`src/rtl/ins_loader.sv`:
```
// ins_loader - streams a program image into a CPU instruction memory.
//
// Byte stream: a CNT_W/8-byte word count N (MSB first), then N 32-bit
// instruction words (MSB first). The CPU is held in reset while loading.
// Optional macro INS_LOADER_CHECKSUM_EN adds one trailer byte. The trailer
// is compared against the XOR of all header and payload bytes, and ERR
// reports the result.
//
// Ports:
//   CLK, RST      clock, synchronous active-high reset
//   START         load request (honoured in IDLE/DONE only)
//   IN_DATA/IN_VALID/IN_READY  byte stream handshake
//   W_Ins, WE     instruction word and one-cycle write strobe
//   CPU_RST       CPU reset hold, released in DONE
//   BUSY, DONE    status
//   WORD_CNT      words written since the last START
//   ERR           checksum mismatch (tied 0 without the macro)
//
// state | meaning
// IDLE  | waiting for START after reset
// HDR   | collecting the word-count header
// LOAD  | collecting the 4 bytes of one instruction word
// WR    | single-cycle write strobe of the assembled word
// CHK   | collecting the checksum trailer (macro builds only)
// DONE  | image loaded, CPU released, waiting for a new START
module ins_loader #(
    parameter int CNT_W = 16
) (
    input  logic             CLK,
    input  logic             RST,
    input  logic             START,
    input  logic [7:0]       IN_DATA,
    input  logic             IN_VALID,
    output logic             IN_READY,
    output logic [31:0]      W_Ins,
    output logic             WE,
    output logic             CPU_RST,
    output logic             BUSY,
    output logic             DONE,
    output logic [CNT_W-1:0] WORD_CNT,
    output logic             ERR
);

    localparam int HDR_BYTES = CNT_W / 8;

    typedef enum logic [2:0] {
        S_IDLE,
        S_HDR,
        S_LOAD,
        S_WR,
`ifdef INS_LOADER_CHECKSUM_EN
        S_CHK,
`endif
        S_DONE
    } state_t;

    // State entered once the last word has been written.
`ifdef INS_LOADER_CHECKSUM_EN
    localparam state_t S_FIN = S_CHK;
`else
    localparam state_t S_FIN = S_DONE;
`endif

    state_t           state, state_nx;
    logic [CNT_W-1:0] n_reg;
    logic [CNT_W-1:0] word_cnt;
    logic [CNT_W-1:0] word_cnt_inc;
    logic [CNT_W-1:0] n_shift;
    logic [7:0]       hdr_idx;
    logic [1:0]       byte_idx;
    logic [31:0]      shreg;
    logic [31:0]      shift_word;
    logic [31:0]      w_ins;
    logic             hdr_last;
    logic             accept;
    logic             start_ok;

    assign accept       = IN_READY && IN_VALID;
    assign start_ok     = START && (state == S_IDLE || state == S_DONE);
    assign n_shift      = (n_reg << 8) | CNT_W'(IN_DATA);
    assign shift_word   = {shreg[23:0], IN_DATA};
    assign hdr_last     = (hdr_idx == 8'(HDR_BYTES - 1));
    assign word_cnt_inc = word_cnt + 1'b1;
    assign W_Ins        = w_ins;
    assign WORD_CNT     = word_cnt;

    always_comb begin
        state_nx = state;
        IN_READY = 1'b0;
        WE       = 1'b0;
        BUSY     = 1'b0;
        DONE     = 1'b0;
        CPU_RST  = 1'b1;
        case (state)
            S_IDLE: begin
                if (START) state_nx = S_HDR;
            end
            S_HDR: begin
                IN_READY = 1'b1;
                BUSY     = 1'b1;
                if (IN_VALID && hdr_last)
                    state_nx = (n_shift == '0) ? S_FIN : S_LOAD;
            end
            S_LOAD: begin
                IN_READY = 1'b1;
                BUSY     = 1'b1;
                if (IN_VALID && byte_idx == 2'd3) state_nx = S_WR;
            end
            S_WR: begin
                WE = 1'b1;
                // Compare the post-increment count so N = 2^CNT_W-1 still ends.
                state_nx = (word_cnt_inc == n_reg) ? S_FIN : S_LOAD;
            end
`ifdef INS_LOADER_CHECKSUM_EN
            S_CHK: begin
                IN_READY = 1'b1;
                BUSY     = 1'b1;
                if (IN_VALID) state_nx = S_DONE;
            end
`endif
            S_DONE: begin
                CPU_RST = 1'b0;
                DONE    = 1'b1;
                if (START) state_nx = S_HDR;
            end
            default: state_nx = S_IDLE;
        endcase
    end

`ifdef INS_LOADER_CHECKSUM_EN
    logic [7:0] csum;
    logic       err_q;
    assign ERR = err_q;
`else
    assign ERR = 1'b0;
`endif

    always_ff @(posedge CLK) begin
        if (RST) begin
            state    <= S_IDLE;
            n_reg    <= '0;
            word_cnt <= '0;
            hdr_idx  <= '0;
            byte_idx <= '0;
            shreg    <= '0;
            w_ins    <= '0;
`ifdef INS_LOADER_CHECKSUM_EN
            csum     <= '0;
            err_q    <= 1'b0;
`endif
        end else begin
            state <= state_nx;
            if (start_ok) begin
                n_reg    <= '0;
                word_cnt <= '0;
                hdr_idx  <= '0;
                byte_idx <= '0;
`ifdef INS_LOADER_CHECKSUM_EN
                csum     <= '0;
                err_q    <= 1'b0;
`endif
            end
            if (accept) begin
                case (state)
                    S_HDR: begin
                        n_reg   <= n_shift;
                        hdr_idx <= hdr_idx + 1'b1;
`ifdef INS_LOADER_CHECKSUM_EN
                        csum    <= csum ^ IN_DATA;
`endif
                    end
                    S_LOAD: begin
                        shreg    <= shift_word;
                        byte_idx <= byte_idx + 1'b1;
                        if (byte_idx == 2'd3) w_ins <= shift_word;
`ifdef INS_LOADER_CHECKSUM_EN
                        csum     <= csum ^ IN_DATA;
`endif
                    end
`ifdef INS_LOADER_CHECKSUM_EN
                    S_CHK: err_q <= (IN_DATA != csum);
`endif
                    default: ;
                endcase
            end
            if (state == S_WR) word_cnt <= word_cnt_inc;
        end
    end

endmodule
```
`config.mk`:
```
export PLATFORM = sky130hd
export DESIGN_NAME = ins_loader
export DESIGN_NICKNAME = d
export VERILOG_FILES = /design/src/rtl/ins_loader.sv
export SDC_FILE = /design/constraint.sdc
export NUM_CORES = 1
export LEC_CHECK = 0
export CAP_MARGIN = 20
export CORE_ASPECT_RATIO = 1.4
export CORE_MARGIN = 8
export CORE_UTILIZATION = 47
export CTS_CLUSTER_DIAMETER = 80
export DETAILED_ROUTE_END_ITERATION = 7
export PLACE_DENSITY = 0.71
export SYNTH_ARGS = -nofsm -noshare
export SYNTH_HDL_FRONTEND = slang
export SYNTH_SLANG_ARGS = --single-unit
export TNS_END_PERCENT = 50
```
`constraint.sdc`:
```
create_clock -name CLK -period 2.6 [get_ports CLK]
set_input_delay 0.52 -clock CLK [delete_from_list [all_inputs] [get_ports CLK]]
set_output_delay 0.52 -clock CLK [all_outputs]
set_load 0.1 [all_outputs]
```
---- Word-level counts from Yosys, hierarchy flattened ----
Index checks and enable logic that the tools add are counted.
Widths: inputs -> output; s select.
cells by class
  order comparisons ....................... 0
  multipliers ............................. 0
  mux-type cells .......................... 21
  shifts and indexed selects .............. 0
  div/mod/pow operators ................... 0
  $add $sub $neg .......................... 3
  reductions and logical operators ........ 13
  equal/unequal tests ..................... 10
  bitwise gates (word level) .............. 1
operator list
  kind                   count
  $mux 16                5
  $mux 8                 3
  $add 16x1->16 const B  1
  $eq 16x16->1           1
  $logic_not 16->1       1
  $or 16x8->16           1
  $mux 3                 5
  $pmux 3 s4             1
  $add 8x1->8 const B    1
  $eq 8x1->1 const B     1
  $eq 3x2->1 const B     2
  $mux 2                 3
  $reduce_and 3->1       2
  $logic_and 1x1->1      4
  $mux 1                 4
  $ne 2x2->1 const B     2
  $reduce_or 2->1        2
  $eq 3x1->1 const B     1
  $eq 3x3->1 const B     1
  $logic_not 3->1        1
  $add 2x1->2 const B    1
  $eq 2x2->1 const B     1
  $ne 2x1->1 const B     1
  $reduce_and 2->1       1
  other kinds (2)        2
word-level totals
  output and inout bits ................... 54
  bits of input ports ..................... 12
  RAM bits ................................ 0
  ROM bits ................................ 0
  memories ................................ 0
  register bits after elaboration ......... 101
  latch bits .............................. 0
  word-level logic and storage cells ...... 55

---- Logic depth before layout (Yosys ltp) ----
Gate-level depths: netlist of run 1.
  depth in word-level cells ............... 6
  depth in mapped cells ................... 8
  depth with buffers taken out ............ 8

---- Worst setup path after synthesis of run 1 ----
Ideal clock, no wire load.
  path type ............................... register to output
  start point ............................. register state[1]
  end point ............................... output port IN_READY
  cell stages (with the launch flop) ...... 5
  arrival time ............................ 2.350 ns
  setup slack ............................. -0.270 ns
  buffers on the path ..................... 2
  data required time ...................... 2.080 ns
  path through ............................ dfxtp_1 -> buf_2 -> xnor2_1 -> nor2_1 -> buf_4
between the ends
  word-level cells in the longest chain between the ends .. 3
  elaborated cells between the ends (all ways) .. 4
  those cells by class .................... 2 x eq/ne; 1 x mux; 1 x reduce/logical
ends and longest elaborated chain
  element                                   line  RTL
  start: declaration                        64    state_t state, state_nx;
  start signal: assignment                  152   state <= state_nx;
  $eq 3x2->1 or $eq 3x1->1 (tied branches)  --
  $reduce_or 2->1 (no source line) (*)      --
  $mux 1 (*)                                --
  end: declaration                          34    output logic IN_READY,
Mark *: on every way between the ends. The rest lies on a longest branch, timed or not.

---- Worst setup path in the final report of run 1 ----
  start point ............................. register word_cnt[1] (netlist: WORD_CNT[1])
  end point ............................... register state[1]
between the ends
  word-level cells in the longest chain between the ends .. 4
ends and longest elaborated chain
  element                   line  RTL
  start: declaration        66    logic [CNT_W-1:0] word_cnt;
  start signal: assignment  186   if (state == S_WR) word_cnt <= word_cnt_inc;
  $add 16x1->16             83    assign word_cnt_inc = word_cnt + 1'b1;
  $eq 16x16->1              112   state_nx = (word_cnt_inc == n_reg) ? S_FIN : S_LOAD;
  $mux 3                    112
  $pmux 3 s4                94    case (state)
Every way passes these cells.
A chain may end at the register's enable or synchronous reset.

==> flow_metrics.py, run 1 <==
metrics = {
    "clock_tree": {
        "cts.clk_slew.worst_paths_ps": 70,
        "clock_path_buffers": 2,
        "clk_latency_ps": 350,
        "post_cts_buffers": 0,
        "cts.repair.resized": 0,
        "clock_sinks": 101,
        "cts_tree": "done",
        "clock-root-buffer": "clkbuf_16",
        "cts_hold_buf": 0,
        "numCtsBuffers": 9,
        "cts_max_level": 3,
    },
    "yosys": {
        "synth_fp_nets": 571,
        "async_flop_share_pct": 0,
        "ys.flop_type": "dfxtp_1",
        "yosysUniqueCellTypes": 48,
        "synthSimpleGateAreaFrac_pct": 25.6,
        "synth_edf_count": 0,
        "yosys_warnings": 0,
        "ys_ff_latch": 101,
        "syn_inst": 555,
        "synth_top_family_by_area": "simple AND/OR/NAND/NOR gates",
        "syn_area_sq_mm": 0.00439,
        "synth-compound-area-share_pct": 16.0,
        "avgSynthCellArea_sq_um": 7.91,
        "seq_area_frac_synth_pct": 46.0,
        "muxShareOfSynthArea_pct": 0.769,
        "synth_xor_area_share_pct": 5.98,
        "synthAdderAreaFrac_pct": 1.14,
    },
    "pwr": {
        "power.clock.fraction_pct": 40.1,
        "swShare_pct": 26.8,
        "switchingPower_mw": 0.852,
        "power.density_mw_per_mm2": 600,
        "pwr-share-seq_pct": 49.9,
        "peakVddDrop_mv": 0.494,
        "p_total_mw": 3.18,
        "p_int_mw": 2.33,
        "combPwrFrac_pct": 9.9,
        "p_leak_nw": 2.00,
    },
    "routing": {
        "routed_wl_mm": 10.9,
        "drt_iter0_drc": 205,
        "wl_per_cell_um": 15.1,
        "viasPerCell": 5.48,
        "ant_nets": 0,
        "drcViolationCount": 0,
        "drtPass1Iterations": 4,
        "num_vias": 3934,
    },
    "setup_path": {
        "cp.depth": 7,
        "slowest_stage": "or3_4",
        "max_stage_delay_ps": 480,
        "cp-end-kind": "flop",
        "required_ps": 2810,
        "crit_type": "reg2reg",
        "critPathBufInv": 0,
        "r2r_cells": 7,
        "cp.arrival_ps": 2450,
        "cp-start-kind": "flop",
        "path_cells": "ha_1 > nand3_1 > or3_4 > a21oi_1 > nor3b_1 > nor4_2 > a31oi_1",
        "path_delay_family": "simple AND/OR/NAND/NOR gates",
        "critical_path.max_fanout": 8,
    },
    "timing": {
        "fin_ws_ps": 363,
        "maxSlewViolCount": 0,
        "final.min_clock_period_ps": 2240,
        "fin_crit_sh_pct": 86.0,
        "skew_ps": 8.66,
        "holdWs_ps": 455,
        "rsz0062_at_grt": "false",
        "hold_violations": 0,
        "fmax_ghz": 0.447,
        "worst_pin_slew_ps": 543,
        "relSlewSlack_pct": 63.4,
        "setup_violations": 0,
    },
    "global_route": {
        "grt_max_degree": 49,
        "grt_pass1_vias": 3722,
        "grt_overflow": 0,
        "grt_usage_pct": 17.5,
        "grt_pass1_wl_mm": 18.3,
        "antenna_found_initial": 0,
    },
    "layout": {
        "largest_reg_flops": 32,
        "finalNetCount": 622,
        "postLayoutCoreUtil_pct": 58.7,
        "drive_gt1_share_pct": 16.5,
        "syn_to_final_growth_pct": 20.6,
        "antenna_cells": 0,
        "stdcell_count": 718,
    },
    "placed_design": {
        "dp_slack_ps": 117,
        "io_buffers": 64,
        "dpl.cell_count": 701,
        "post-dp-hpwl_mm": 7.84,
        "gp_congestion": 0.894,
    },
    "die": {
        "die_x_um": 97.7,
        "dieArea_sq_mm": 0.0127,
        "rows": 41,
        "start_util_pct": 48.6,
        "core_sq_mm": 0.00903,
        "pin_count": 66,
        "die_h_um": 130,
    },
    "worst_hold_path": {
        "hp-class": "reg2reg",
        "hold_depth": 2,
    },
    "outcome": {
        "status": "finished clean",
    },
    "job": {
        "max_cap_violations": 0,
    },
}
## cells in the final DEF, fill, tap and decap left out, types with 7 or more instances in the layout
| cell | instances |
|---|---|
| a22oi_1 | 22 |
| dfxtp_1 | 95 |
| nand4_1 | 8 |
| clkdlybuf4s50_1 | 10 |
| inv_1 | 7 |
| nor4_1 | 11 |
| nand3_1 | 9 |
| buf_4 | 63 |
| xor2_1 | 10 |
| nor2_1 | 55 |
| a21oi_1 | 76 |
| o21ai_0 | 15 |
| xnor2_1 | 20 |
| nand2_1 | 126 |
| clkbuf_16 | 9 |
## routing by layer
layer	track usage, %	share of wire (%)	vias to the layer above
met3	3.26	3.7	25
met2	30.2	51	97
met5	0	0	-
met4	12.2	3.9	0
met1	19.2	41	1823
li1	-	-	1989
## power by group through the flow
| stage | Sequential, mW | Combinational, mW | Clock, mW |
|---|---|---|---|
| finish | 1.59 | 0.316 | 1.27 |
| global route | 1.59 | 0.339 | 1.37 |
| CTS | 1.59 | 0.311 | 1.30 |
| detailed placement | 1.62 | 0.310 | 0 |
| global placement | 1.62 | 0.305 | 0 |
| floorplan | 1.62 | 0.225 | 0 |
## cell families (layout without fill, tap and decap cells)
group / after synthesis / in the layout
AO/OA/AOI/OAI: 124 / 124
AND/OR/NAND/NOR: 247 / 247
multiplexers: 3 / 3
adder cells (fa/ha/maj): 4 / 4
flip-flops: 101 / 101
XOR/XNOR: 30 / 30
other: 1 / 1
buffers and inverters: 45 / 101
## worst register-to-register path, stage by stage (launching register included)
cell     delay (ps)
dfxtp_2         380
ha_1            240
nand3_1         250
or3_4           480
a21oi_1         130
nor3b_1          70
nor4_2          430
a31oi_1         140
## cells in the mapped netlist, types with 2 or more instances
library cell    n  share of area (%)
mux2_2          3               0.77
nor3_1          6               0.68
nor4b_1         2               0.40
clkbuf_1       23                2.0
nor2b_1         6               0.85
a211oi_1        2               0.34
nand2_1       126                 11
nor2_1         56                4.8
buf_4           2               0.34
dfxtp_1       101                 46
buf_2           8               0.91
and3_1          3               0.43
or2_2           2               0.28
or3_1           5               0.71
a31oi_1         2               0.28
a22oi_1        22                3.8
xnor2_1        20                4.0
buf_1           3               0.26
nand3_1         9                1.0
ha_1            4                1.1
a21oi_1        76                8.7
xor2_1         10                2.0
nor4_1         11                1.6
and2_1          2               0.28
nand4_1         8                1.1
inv_1           7               0.60
o21ai_0        15                1.7
## stage by stage
stage                     TNS (ps)  cell area (sq um)
after global placement           0               5000
after global routing             0               5300
after CTS                        0               5290
after detailed placement         0               5000
after floorplan              -10.8               4400
final                            0               5300
## final cells by class
cell class	count	area, sq um
fillers	850	3730
multi-input cells	409	2180
flip-flops and latches	101	2030
repair buffers	78	649
clock buffers	10	229
well taps	107	134
clock inverters	6	51.3
inverters	7	26.3
## worst paths after layout
path / from / endpoint / slack [ps]
worst min register to register: W_Ins[15]$_SDFFE_PP0P_ / W_Ins[15]$_SDFFE_PP0P_ / 450
worst min-delay path: W_Ins[15]$_SDFFE_PP0P_ / W_Ins[15]$_SDFFE_PP0P_ / 450
worst max-delay path: WORD_CNT[1]$_SDFFE_PP0P_ / state[1]$_SDFFE_PP0P_ / 360
worst max register to register: WORD_CNT[1]$_SDFFE_PP0P_ / state[1]$_SDFFE_PP0P_ / 360
No activity file was read; power rests on OpenSTA's default activity.
==> run 2: changes to the inputs <==
clock period = 2.2 ns   (was 2.6 ns; I/O delays follow)
==> flow_metrics.py, run 2 (same netlist as run 1, synthesis figures left out) <==
metrics = {
    "outcome": {
        "status": "finished clean",
    },
    "setup_path": {
        "cp.depth": 8,
        "critPathBufInv": 1,
        "path_cells": "ha_2 > buf_4 > xor2_1 > xnor2_1 > nand4_1 > or3_1 > a211oi_1 > a31o_1",
        "max_stage_delay_ps": 380,
        "cp.arrival_ps": 2350,
        "regToRegEndpoint": "state[2]$_SDFFE_PP0P_",
        "cp-end-kind": "flop",
        "crit_type": "reg2reg",
        "path_delay_family": "compound AO/OA/AOI/OAI gates",
        "slowest_stage": "or3_1",
        "r2r_cells": 8,
        "rrSetupSlack_ps": 130,
        "critical_path.max_fanout": 6,
        "required_ps": 2480,
        "reg2reg_from": "WORD_CNT[1]$_SDFFE_PP0P_",
        "cp-start-kind": "flop",
    },
    "die": {
        "core_sq_mm": 0.00903,
        "pin_count": 66,
        "dieArea_sq_mm": 0.0127,
        "die_x_um": 97.7,
        "rows": 41,
        "die_h_um": 130,
        "start_util_pct": 48.6,
    },
    "placed_design": {
        "gp_congestion": 0.918,
        "io_buffers": 64,
        "post-dp-hpwl_mm": 8.29,
        "dpl.cell_count": 720,
    },
    "layout": {
        "syn_to_final_growth_pct": 27.5,
        "stdcell_count": 737,
        "postLayoutCoreUtil_pct": 62.0,
        "drive_gt1_share_pct": 20.8,
        "antenna_cells": 0,
        "layout.cells.most_common_list": "125 x nand2_1, 88 x dfxtp_1, 77 x buf_4",
        "finalNetCount": 641,
        "largest_reg_flops": 32,
        "final_common_cell": "nand2_1",
    },
    "timing": {
        "fin_crit_sh_pct": 94.0,
        "maxSlewViolCount": 0,
        "rsz0062_at_grt": "false",
        "hold_violations": 0,
        "fmax_ghz": 0.484,
        "skew_ps": 5.22,
        "final.min_clock_period_ps": 2070,
        "setup_violations": 0,
    },
    "clock_tree": {
        "clock_sinks": 101,
        "clk_latency_ps": 340,
        "clock-root-buffer": "clkbuf_16",
        "cts_max_level": 3,
        "cts.clk_slew.worst_paths_ps": 70,
        "numCtsBuffers": 9,
        "cts.repair.resized": 0,
        "clock_path_buffers": 2,
        "post_cts_buffers": 0,
        "cts_hold_buf": 0,
        "cts_tree": "done",
    },
    "worst_hold_path": {
        "min_to": "W_Ins[24]$_SDFFE_PP0P_",
        "hp-class": "reg2reg",
        "holdCritStartpoint": "shreg[16]$_SDFFE_PP0P_",
        "hold_depth": 2,
    },
    "pwr": {
        "power.density_mw_per_mm2": 713,
        "peakVddDrop_mv": 0.702,
        "p_total_mw": 3.99,
        "p_leak_nw": 2.13,
    },
    "routing": {
        "wl_per_cell_um": 15.3,
        "drtPass1Iterations": 5,
        "ant_nets": 0,
        "drt_iter0_drc": 177,
        "viasPerCell": 5.45,
        "routed_wl_mm": 11.3,
        "drcViolationCount": 0,
        "num_vias": 4015,
    },
    "global_route": {
        "grt_overflow": 0,
        "antenna_found_initial": 0,
        "grt_pass1_vias": 3909,
        "grt_usage_pct": 17.8,
        "grt_max_degree": 74,
        "grt_pass1_wl_mm": 18.7,
    },
    "job": {
        "max_cap_violations": 0,
    },
}
-- run 2: metrics by stage --
stage	setup TNS [ps]	hold slack (ps)	area, sq um	setup WS (ps)
after global routing	0	463	5600	40.0
after detailed placement	-3370	445	5260	-239
final	0	453	5600	133
after floorplan	-8.75	432	4440	-8.75
after CTS	0	446	5590	38.3
after global placement	-1170	443	5260	-77.5
-- run 2: how the worst max path moves through the flow --
stage / start / endpoint / slack (ps)
CTS: WORD_CNT[0]$_SDFFE_PP0P_ / state[2]$_SDFFE_PP0P_ / 40
global placement: IN_VALID / n_reg[5]$_SDFF_PP0_ / -80
detailed placement: IN_VALID / n_reg[10]$_SDFF_PP0_ / -240
floorplan: WORD_CNT[13]$_SDFFE_PP0P_ / state[1]$_SDFFE_PP0P_ / -9
finish: WORD_CNT[1]$_SDFFE_PP0P_ / state[2]$_SDFFE_PP0P_ / 130
global route: WORD_CNT[1]$_SDFFE_PP0P_ / state[1]$_SDFFE_PP0P_ / 40
-- run 2: worst min-delay path, cell delays in order (launching register included) --
cell and delay (ps):
dfxtp_1 310, nand2_1 50, a21oi_1 50
-- run 2: report_power, final --
group	leakage, nW	internal (mW)	switching (mW)
Clock	0.160	1.03	0.665
Sequential	0.823	1.84	0.0270
Combinational	1.15	0.154	0.271
-- run 2: routing by layer --
metal | wire length [um] | GRT usage [%] | vias up
met4 | 295 | 10.0 | 0
met1 | 4520 | 18.6 | 1894
met2 | 6060 | 33.0 | 77
met5 | 0 | 0 | -
met3 | 436 | 3.10 | 22
li1 | - | - | 2022
-- run 2: final cells by class --
cell class	count	area, sq um
Tap cell	107	134
Timing Repair Buffer	97	863
Multi-Input combinational cell	409	2190
Inverter	7	30.0
Sequential cell	101	2050
Clock inverter	5	82.6
Fill cell	810	3430
Clock buffer	11	243
==> run 3: changes to the inputs <==
CORE_MARGIN = 2   (was 8)
CTS_CLUSTER_DIAMETER = 30   (was 80)
==> flow_metrics.py, run 3 (same netlist as run 1, synthesis figures left out) <==
metrics = {
    "pwr": {
        "power.density_mw_per_mm2": 683,
        "p_total_mw": 3.80,
        "p_leak_nw": 2.11,
        "peakVddDrop_mv": 0.514,
    },
    "worst_hold_path": {
        "hold_depth": 2,
        "holdCritStartpoint": "shreg[16]$_SDFFE_PP0P_",
        "min_to": "W_Ins[24]$_SDFFE_PP0P_",
        "hp-class": "reg2reg",
    },
    "timing": {
        "fin_ws_ps": 114,
        "setup_tns_ps": 0,
        "maxSlewViolCount": 0,
        "skew_ps": 9.42,
        "fin_crit_sh_pct": 94.8,
        "fmax_ghz": 0.479,
        "holdWs_ps": 454,
        "setup_violations": 0,
        "rsz0062_at_grt": "false",
        "hold_violations": 0,
        "final.min_clock_period_ps": 2090,
    },
    "outcome": {
        "status": "finished clean",
    },
    "global_route": {
        "antenna_found_initial": 0,
        "grt_pass1_vias": 3689,
        "grt_max_degree": 67,
        "grt_usage_pct": 21.5,
        "grt_overflow": 0,
        "grt_pass1_wl_mm": 17.6,
    },
    "die": {
        "dieArea_sq_mm": 0.0101,
        "rows": 41,
        "die_x_um": 85.7,
        "pin_count": 66,
        "core_sq_mm": 0.00903,
        "start_util_pct": 48.6,
        "die_h_um": 118,
    },
    "routing": {
        "routed_wl_mm": 10.8,
        "ant_nets": 0,
        "drtPass1Iterations": 5,
        "num_vias": 4055,
        "viasPerCell": 5.52,
        "drt_iter0_drc": 252,
        "wl_per_cell_um": 14.7,
        "drcViolationCount": 0,
    },
    "placed_design": {
        "post-dp-hpwl_mm": 7.73,
        "dp_slack_ps": -184,
        "io_buffers": 64,
        "gp_congestion": 0.914,
        "dpl.cell_count": 719,
    },
    "layout": {
        "finalNetCount": 640,
        "drive_gt1_share_pct": 20.9,
        "final_common_cell": "nand2_1",
        "antenna_cells": 0,
        "syn_to_final_growth_pct": 26.7,
        "stdcell_count": 735,
        "largest_reg_flops": 32,
        "layout.cells.most_common_list": "125 x nand2_1, 88 x dfxtp_1, 76 x a21oi_1",
    },
    "clock_tree": {
        "numCtsBuffers": 9,
        "cts_max_level": 3,
        "clk_latency_ps": 340,
        "clock-root-buffer": "clkbuf_16",
        "clock_sinks": 101,
        "cts.clk_slew.worst_paths_ps": 70,
        "clock_path_buffers": 2,
        "post_cts_buffers": 0,
        "cts_tree": "done",
    },
    "setup_path": {
        "critical_path.max_fanout": 9,
        "cp-end-kind": "output pin",
        "regToRegEndpoint": "state[1]$_SDFFE_PP0P_",
        "slowest_stage": "dfxtp_1",
        "crit_type": "reg2out",
        "r2r_cells": 7,
        "reg2reg_from": "WORD_CNT[5]$_SDFFE_PP0P_",
        "rrSetupSlack_ps": 130,
        "max_stage_delay_ps": 380,
        "cp-start-kind": "flop",
        "path_delay_family": "buffers and inverters",
        "critPathBufInv": 3,
        "cp-startpoint": "state[1]$_SDFFE_PP0P_",
        "required_ps": 1760,
        "cp.arrival_ps": 1650,
        "path_cells": "buf_4 > nand3b_1 > inv_1 > buf_12",
    },
    "job": {
        "max_cap_violations": 0,
    },
}
## run 3: cell types whose count changed in the layout (fill, tap and decap cells not counted)
cell and delta:
inv_8 +1, bufinv_16 -2, buf_12 +1, a211oi_2 +1, inv_6 +1, buf_4 -2, a211oi_1 -1, clkbuf_1 -1
## run 3: layer usage
metal  vias up  global-route usage, %  wire length (um)
met5         -                      0                 0
met4         0                   9.13               284
met3        20                   4.12               424
met2       106                   37.6              5770
met1      1905                   25.3              4290
li1       2024                      -                 -
## run 3: worst register-to-register path, cell delays in order (launching register included)
cell and delay, ps:
dfxtp_4 420, nand4_4 190, nor2_1 230, xor2_1 90
or4_1 550, nor4_2 230, buf_4 160, a31oi_1 70
## run 3: worst max path at each step
stage	to	slack, ps	depth (start not counted)
after floorplan	state[1]$_SDFFE_PP0P_	-9	6
after global routing	state[1]$_SDFFE_PP0P_	20	8
final	WE	110	4
after detailed placement	n_reg[11]$_SDFF_PP0_	-180	5
after CTS	state[1]$_SDFFE_PP0P_	8	8
after global placement	n_reg[3]$_SDFF_PP0_	-100	5
## run 3: power by group
group | switching, mW | internal, mW
clock network | 0.699 | 0.808
registers | 0.0246 | 1.84
logic | 0.273 | 0.156
## run 3: area by class of cell
| class | instances | area [sq um] |
|---|---|---|
| clock buffers | 10 | 239 |
| clock inverters | 5 | 42.5 |
| fillers | 817 | 3460 |
| inverters | 7 | 30.0 |
| multi-input cells | 409 | 2200 |
| flip-flops and latches | 101 | 2050 |
| well taps | 107 | 134 |
| repair buffers | 96 | 868 |
## run 3: repair_timing
| action | in CTS | in global routing |
|---|---|---|
| hold buffers | 0 | 0 |
| endpoints found under the setup margin | 0 | 2 |
| gates resized for setup | 0 | 2 |
## run 3: stage by stage
step | util, % | instance area [sq um]
after floorplan | - | 4440
after global placement | 58.3 | 5270
after detailed placement | 58.3 | 5270
after CTS | 61.5 | 5550
after global routing | 61.6 | 5560
final | 61.6 | 5560
